$ cat src/rtl/qdec_bs_fetch.sv
// qdec_bs_fetch: bitstream fetch controller for the CABAC decoder byte input.
// Walks a byte range of the bitstream RAM on `start`, issuing at most one read
// per cycle under a FIFO credit limit. Returned bytes are optionally filtered
// for HEVC emulation-prevention bytes, buffered, and streamed out on a
// valid/ready byte port.
//
// Optional feature macro: QDEC_BS_FETCH_EPB_EN (emulation-prevention removal).
//
// Ports:
//   clk, rst                 clock, asynchronous active-high reset
//   start/start_addr/byte_len  transfer command (ignored while busy)
//   abort                    cancel current transfer, no done pulse
//   busy, done               status; done pulses one cycle at completion
//   ram_addr, ram_re, ram_dout  RAM read port (1-cycle read latency)
//   bitstreamFetch[_vld/_rdy]   output byte stream
//   epb_cnt                  emulation-prevention bytes dropped this/last transfer
module qdec_bs_fetch #(
  parameter int unsigned ADDR_W     = 16,
  parameter int unsigned FIFO_DEPTH = 4
) (
  input  logic              clk,
  input  logic              rst,
  input  logic              start,
  input  logic [ADDR_W-1:0] start_addr,
  input  logic [ADDR_W-1:0] byte_len,
  input  logic              abort,
  output logic              busy,
  output logic              done,
  output logic [ADDR_W-1:0] ram_addr,
  output logic              ram_re,
  input  logic [7:0]        ram_dout,
  output logic [7:0]        bitstreamFetch,
  output logic              bitstreamFetch_vld,
  input  logic              bitstreamFetch_rdy,
  output logic [15:0]       epb_cnt
);

  localparam int unsigned PTR_W = (FIFO_DEPTH > 1) ? $clog2(FIFO_DEPTH) : 1;
  localparam int unsigned CNT_W = PTR_W + 1;

  typedef enum logic [1:0] {S_IDLE, S_FETCH, S_DRAIN, S_DONE} state_t;

  state_t            state_q, state_n;
  logic [ADDR_W-1:0] addr_q, addr_n;
  logic [ADDR_W-1:0] remain_q, remain_n;
  logic [ADDR_W-1:0] ram_addr_n;
  logic              ram_re_n;
  logic              rvalid_q;
  logic              abort_act, start_go;
  logic              push, pop, drop;
  logic [7:0]        fifo_mem [FIFO_DEPTH];
  logic [PTR_W-1:0]  rd_ptr, wr_ptr;
  logic [CNT_W-1:0]  count_q, count_n;
  logic [CNT_W:0]    credit_used;
  logic              credit_ok;

  assign abort_act = abort && (state_q != S_IDLE);
  assign start_go  = start && !abort && (state_q == S_IDLE);

  // FIFO handshake; a byte returning while aborting is discarded
  assign bitstreamFetch_vld = (count_q != '0);
  assign bitstreamFetch     = fifo_mem[rd_ptr];
  assign pop  = bitstreamFetch_vld && bitstreamFetch_rdy;
  assign push = rvalid_q && !drop && !abort_act;

  always_comb begin
    count_n = count_q + CNT_W'(push) - CNT_W'(pop);
    if (abort_act) count_n = '0;
  end

  // Next cycle holds count_n buffered bytes plus the read returning from this
  // cycle; one more read is allowed only if all of them still fit the FIFO.
  assign credit_used = {1'b0, count_n} + (CNT_W+1)'(ram_re);
  assign credit_ok   = credit_used < (CNT_W+1)'(FIFO_DEPTH);

  // Next-state and read-issue decode
  always_comb begin
    state_n    = state_q;
    addr_n     = addr_q;
    remain_n   = remain_q;
    ram_re_n   = 1'b0;
    ram_addr_n = ram_addr;
    unique case (state_q)
      S_IDLE: begin
        if (start_go) begin
          if (byte_len == '0) begin
            state_n = S_DONE;
          end else begin
            state_n    = S_FETCH;
            ram_re_n   = 1'b1;
            ram_addr_n = start_addr;
            addr_n     = start_addr + ADDR_W'(1);
            remain_n   = byte_len - ADDR_W'(1);
          end
        end
      end
      S_FETCH: begin
        if (remain_q == '0) begin
          state_n = S_DRAIN;
        end else if (credit_ok) begin
          ram_re_n   = 1'b1;
          ram_addr_n = addr_q;
          addr_n     = addr_q + ADDR_W'(1);
          remain_n   = remain_q - ADDR_W'(1);
          if (remain_q == ADDR_W'(1)) state_n = S_DRAIN;
        end
      end
      S_DRAIN: begin
        if (!ram_re && (count_n == '0)) state_n = S_DONE;
      end
      S_DONE: state_n = S_IDLE;
    endcase
    if (abort_act) begin
      state_n  = S_IDLE;
      ram_re_n = 1'b0;
      remain_n = '0;
    end
  end

  // State and registered control outputs
  always_ff @(posedge clk or posedge rst) begin
    if (rst) begin
      state_q  <= S_IDLE;
      addr_q   <= '0;
      remain_q <= '0;
      ram_re   <= 1'b0;
      ram_addr <= '0;
      rvalid_q <= 1'b0;
      busy     <= 1'b0;
      done     <= 1'b0;
    end else begin
      state_q  <= state_n;
      addr_q   <= addr_n;
      remain_q <= remain_n;
      ram_re   <= ram_re_n;
      ram_addr <= ram_addr_n;
      rvalid_q <= ram_re && !abort_act;
      busy     <= (state_n != S_IDLE);
      done     <= (state_n == S_DONE);
    end
  end

  // Output FIFO storage and pointers
  always_ff @(posedge clk or posedge rst) begin
    if (rst) begin
      rd_ptr  <= '0;
      wr_ptr  <= '0;
      count_q <= '0;
      for (int i = 0; i < FIFO_DEPTH; i++) fifo_mem[i] <= '0;
    end else begin
      assert (!(push && (count_q == CNT_W'(FIFO_DEPTH))));
      count_q <= count_n;
      if (abort_act) begin
        rd_ptr <= '0;
        wr_ptr <= '0;
      end else begin
        if (push) begin
          fifo_mem[wr_ptr] <= ram_dout;
          wr_ptr           <= wr_ptr + PTR_W'(1);
        end
        if (pop) rd_ptr <= rd_ptr + PTR_W'(1);
      end
    end
  end

`ifdef QDEC_BS_FETCH_EPB_EN
  logic [1:0]  zrun_q;
  logic [15:0] epb_q;

  // 00 00 03 drops the 03; the zero run saturates at two
  assign drop = rvalid_q && (zrun_q == 2'd2) && (ram_dout == 8'h03);

  always_ff @(posedge clk or posedge rst) begin
    if (rst) begin
      zrun_q <= '0;
      epb_q  <= '0;
    end else if (abort_act) begin
      zrun_q <= '0;
    end else if (start_go) begin
      zrun_q <= '0;
      epb_q  <= '0;
    end else if (rvalid_q) begin
      if (drop) begin
        zrun_q <= '0;
        if (epb_q != 16'hFFFF) epb_q <= epb_q + 16'd1;
      end else if (ram_dout == 8'h00) begin
        if (zrun_q != 2'd2) zrun_q <= zrun_q + 2'd1;
      end else begin
        zrun_q <= '0;
      end
    end
  end

  assign epb_cnt = epb_q;
`else
  assign drop    = 1'b0;
  assign epb_cnt = '0;
`endif

endmodule

$ cat config.mk
export PLATFORM = sky130hd
export DESIGN_NAME = qdec_bs_fetch
export DESIGN_NICKNAME = d
export VERILOG_FILES = /design/src/rtl/qdec_bs_fetch.sv
export SDC_FILE = /design/constraint.sdc
export NUM_CORES = 1
export LEC_CHECK = 0
export ABC_AREA = 1
export CAP_MARGIN = 15
export CORE_ASPECT_RATIO = 1.2
export CORE_UTILIZATION = 59
export DETAILED_ROUTE_END_ITERATION = 12
export GPL_TIMING_DRIVEN = 0
export PLACE_DENSITY = 0.86
export SLEW_MARGIN = 30
export SYNTH_ARGS = -nofsm -noshare
export SYNTH_HDL_FRONTEND = slang
export SYNTH_SLANG_ARGS = --single-unit
$ cat constraint.sdc
create_clock -name clk -period 7 [get_ports clk]
set_input_delay 1.4 -clock clk [delete_from_list [all_inputs] [get_ports clk]]
set_output_delay 1.4 -clock clk [all_outputs]
set_load 0.01 [all_outputs]
# ---- Yosys cells after proc, flatten, opt, wreduce, memory -nomap -nowiden
# Index checks and enable logic that the tools add are counted.
dict set report op_classes {
  mux 41
  n_bitwise 3
  eq_ne 13
  n_addsub 9
  reduce_logical 25
  n_lt_le_gt_ge 4
}
# op n
set op_table {}
lappend op_table {{$mux 16} 13}
lappend op_table {{$pmux 16 s2} 3}
lappend op_table {{$add 16x1->16 const B} 2}
lappend op_table {{$bwmux 32} 1}
lappend op_table {{$logic_not 16->1} 2}
lappend op_table {{$sub 16x1->16 const B} 2}
lappend op_table {{$mux 8} 3}
lappend op_table {{$mux 2} 11}
lappend op_table {{$bmux 8 s2} 1}
lappend op_table {{$demux 8 s2} 1}
lappend op_table {{$eq 16x1->1 const B} 1}
lappend op_table {{$ne 3x3->1 const B} 4}
lappend op_table {{$reduce_and 5->1} 2}
lappend op_table {{$reduce_bool 2->1} 5}
lappend op_table {{$logic_and 1x1->1} 8}
lappend op_table {{$ne 2x2->1 const B} 4}
lappend op_table {{$pmux 2 s4} 1}
lappend op_table {{$eq 2x2->1 const B} 3}
lappend op_table {{$ge 3x3->1 const B} 2}
lappend op_table {{$not 2->3} 2}
lappend op_table {{$reduce_bool 3->1} 2}
lappend op_table {{$mux 1} 5}
lappend op_table {{$add 2x1->2 const B} 2}
lappend op_table {{$add 3x1->4} 1}
lappend op_table {{12 further kinds} 14}
dict set report word_totals {
  register_bits 93
}

# ---- Longest topological paths before layout
dict set report logic_depth {
  ltp_word 14
  ltp_mapped 17
  mapped_depth_nobuf 17
}

# ---- Worst setup path before layout
# No wires, ideal clock.
dict set report synth_timing {
  kind {input to register}
  from {input abort}
  to {register ram_addr[15]}
  t_arrival_ps 3177
  setup_slack_ps 3693
  t_required_ps 6870
  cell_stages 12
  cell_sequence {nand2_4 -> inv_2 -> nor2_4 -> ha_1 -> fa_1 -> nand4_2 -> nand2_2 -> o21ai_4 -> inv_4 -> buf_6 -> nand2_1 -> o21ai_2}
}
dict set report synth_via {
  elab_chain_len 10
  elab_cells_between_ends 14
  cone_classes {add/sub (3); order compare (1); eq/ne (2); mux (1); reduce/logical (7)}
}
# item line
set synth_lines {}
lappend synth_lines {{start, declared} 26} ;# input logic abort,
lappend synth_lines {{$logic_and 1x1->1} 57} ;# assign abort_act = abort && (state_q != S_IDLE);
lappend synth_lines {{$logic_not 1->1} 64} ;# assign push = rvalid_q && !drop && !abort_act;
lappend synth_lines {{$logic_and 1x1->1} 64}
lappend synth_lines {{$add 3x1->3} 67} ;# count_n = count_q + CNT_W'(push) - CNT_W'(pop);
lappend synth_lines {{$sub 3x1->3} 67}
lappend synth_lines {{$mux 3} 68} ;# if (abort_act) count_n = '0;
lappend synth_lines {{$add 3x1->4} 73} ;# assign credit_used = {1'b0, count_n} + (CNT_W+1)'(ram_re);
lappend synth_lines {{$lt 4x3->1} 74} ;# assign credit_ok = credit_used < (CNT_W+1)'(FIFO_DEPTH);
lappend synth_lines {{$ne 2x2->1 (no line)} -}
lappend synth_lines {{$reduce_and 5->1 (no line) *} -}
lappend synth_lines {{end signal, assigned} 136} ;# ram_addr <= ram_addr_n;
lappend synth_lines {{end, declared} 29} ;# output logic [ADDR_W-1:0] ram_addr,
# Mark *: on every way between the ends. The rest lies on a longest branch, timed or not.
# A chain may end at the register's enable or synchronous reset.

# ---- Worst setup path in the final report
dict set report layout_timing {
  from {register rd_ptr[0]}
  to {output bitstreamFetch[0]}
}
dict set report layout_via {
  elab_chain_len 4
}
# item line
set layout_lines {}
lappend layout_lines {{start, declared} 52} ;# logic [PTR_W-1:0] rd_ptr, wr_ptr;
lappend layout_lines {{start signal, assigned} 161} ;# if (pop) rd_ptr <= rd_ptr + PTR_W'(1);
lappend layout_lines {{$not 2->3 (implied by the code)} 62} ;# assign bitstreamFetch = fifo_mem[rd_ptr];
lappend layout_lines {{$bmux 8 s2} 62}
lappend layout_lines {{$mux 8 (implied by the code) (2 in a row)} 62}
lappend layout_lines {{end, declared} 32} ;# output logic [7:0] bitstreamFetch,
# No other way between the ends. The select of a mux whose other input is x is not followed.

==> reports/summary.txt <==
Period utilisation layout - 57.2%
Die area - 10400 um2
Slew margin rel. - 55.7%
Sw Ratio - 45.1%
WL final - 15300 um
TritonCTS clock tree - done
Combinational share of power - 55.1%
Postcts setup bufs - 0
CTS Hold Buffers Added - 0
WP data arrival - 2.60 ns
Max FO, Critical Path - 10
Avg Cell Area, Syn - 7.17 um2
CTS buffer count - 9
DP HPWL - 11100 um
Syn. warnings - 0
Max Clk Rate - 250 MHz
Setup Skew - 0.00784 ns
IO buf count - 72
Net Sw Power - 1450 uW
Row cnt - 39
Seq/Total Area, Yosys - 39.4%
Cell internal pwr - 1770 uW
Post-route cell area - 7160 um2
Worst-Margin Slew - 0.657 ns
Clk buf depth - 2
Die X - 93.3 um
# diodes - 0
First-pass GRT wire length - 26100 um
Static leakage - 0.00363 uW
Avg WL per Cell - 14.6 um
WP data required - 5.60 ns
Sinks on Clock Net - 93
Core Footprint - 9610 um2
Clk network pwr share - 15.3%
Final hold viol count - 0
H-tree depth - 3
Setup TNS - 0 ns
Status - complete, no violations
Die height - 112 um
Power after layout - 3210 uW
Via-per-instance ratio - 5.44
Tot GR Track Use - 31.6%
Max Slew Vio Count - 0
Clock root cell - clkbuf_16
Min Hold Slack - 0.471 ns
CP endpoint kind - primary output
Most common cell after layout, fill and taps aside - nand2_1
Synth-to-layout area growth - 21.3%
CTS resizes - 0
Starting Density - 61.4%
FF/Latch Area - 2330 um2
PD cells - 449 nW/um2
Antenna violations before repair - 0
Clk_lat worst skew - 0.35 ns
GPL Wtd Cong - 0.909
Number of global-route vias before repair - 5670
First drt pass iteration count - 6
DR DRC count - 0
Multi-input logic area - 2950 um2
Startpoint types - flop
Synthesized flop and latch total - 93
Via count - 5706
Drt initial violations - 365
Synth Instances - 823
Filler cell count - 739
Share of layout cells above drive strength 1 - 10.9%
Final setup violation count - 0
Post-route ant nets - 0
Register share of total power - 29.6%
Synthesized cell area - 5900 um2
RSZ-0062 raised after global routing - false
Distinct cells, synth - 37
Max Cap Violations - 0
Worst VDD drop - 0.000259 V
Commonest cells after routing, fill and taps aside - 264 x nand2_1, 93 x dfrtp_1, 89 x inv_1
Setup CP Type - reg2out
Net count, final - 978
Reg clk slew, reported paths - 0.06 ns
Worst Hold Class - reg2reg
Placed Instance Area - 6870 um2
Ports - 89
Overflow after GRT - 0
Largest net degree at the start of global routing - 53
Crit path time final - 4.00 ns
-- metal layers --
layer / routed length, um / track usage [%] / up-vias
met5: 0 / 0 / -
met4: 539 / 16.5 / 0
met3: 781 / 4.17 / 45
met2: 7700 / 54.4 / 205
met1: 6250 / 38.3 / 2669
li1: - / - / 2787
-- Yosys cell counts, drive strengths merged --
| master | count | area (um2) |
|---|---|---|
| conb | 1 | 3.75 |
| nand3b | 6 | 45.0 |
| or2 | 1 | 6.26 |
| xnor2 | 1 | 8.76 |
| inv | 94 | 358 |
| ha | 10 | 125 |
| o21a | 1 | 7.51 |
| xor2 | 5 | 43.8 |
| o21bai | 1 | 7.51 |
| dfrtp | 93 | 2330 |
| nor2 | 91 | 392 |
| nand4 | 7 | 50.1 |
| o22ai | 8 | 50.1 |
| nand3 | 65 | 348 |
| a21oi | 13 | 65.1 |
| o21ai | 105 | 593 |
| fa | 1 | 20.0 |
| nor3 | 4 | 20.0 |
| clkbuf | 5 | 18.8 |
| nand2 | 275 | 1100 |
| buf | 36 | 312 |
-- cell families after synthesis --
family / share of synthesized area (%)
flops: 39.4
other cells: 0.0635
fa+ha+maj: 2.46
simple gates: 33.3
buf+inv: 11.7
xor+xnor: 0.890
compound gates: 12.2
-- power groups by stage --
stage | Clock [uW] | Sequential (uW) | Combinational, uW
after floorplan | 0 | 940 | 1190
after global placement | 0 | 940 | 1680
after detailed placement | 0 | 955 | 1750
after CTS | 497 | 948 | 1760
after global routing | 519 | 978 | 1980
final | 493 | 952 | 1770
-- stage by stage --
step | util (%) | std cells | worst slack, ns
after floorplan | - | 838 | 3.18
after global placement | 71.1 | 1033 | 1.81
after detailed placement | 71.4 | 1034 | 2.73
after CTS | 74.5 | 1049 | 3.06
after global routing | 74.5 | 1049 | 2.87
final | 74.5 | 1049 | 3.00
-- area by class of cell --
cell class,instances,share of cell area (%)
Multi-Input combinational cell,610,41.1
Inverter,94,5.07
Clock buffer,9,3.14
Buffer,41,4.61
Timing Repair Buffer,73,10.4
Sequential cell,93,32.5
Clock inverter,6,0.978
Tap cell,123,2.15
-- critical path, stage by stage, from the launching register on --
cell and delay [ns]:
dfrtp_1 0.36, clkbuf_1 0.23, inv_1 0.29, clkbuf_1 0.47
nor2_1 0.09, o22ai_1 0.24, clkdlybuf4s50_1 0.58
-- worst paths after layout --
| kind | startpoint | end | slack [ns] | depth (start not counted) |
|---|---|---|---|---|
| setup reg to reg | state_q[1]$_DFF_PP0_ | addr_q[4]$_DFFE_PP0P_ | 3.99 | 13 |
| max in group asynchronous | rst | remain_q[0]$_DFFE_PP0P_ | 4.96 | 3 |
| hold / removal | addr_q[2]$_DFFE_PP0P_ | addr_q[2]$_DFFE_PP0P_ | 0.47 | 2 |
| setup / recovery | rd_ptr[0]$_DFFE_PP0P_ | bitstreamFetch[0] | 3.00 | 6 |
| hold reg to reg | addr_q[2]$_DFFE_PP0P_ | addr_q[2]$_DFFE_PP0P_ | 0.47 | 2 |
| min in group asynchronous | rst | ram_addr[7]$_DFFE_PP0P_ | 1.44 | 2 |
-- sequential cells by signal, summed over array words and instances (netlist names), 2 cells and up --
signal and cells:
fifo_mem 32, wr_ptr 2, rd_ptr 2, addr_q 16
count_q 3, remain_q 16, ram_addr 16, state_q 2
Note: power is estimated with default switching activity, not from simulation.
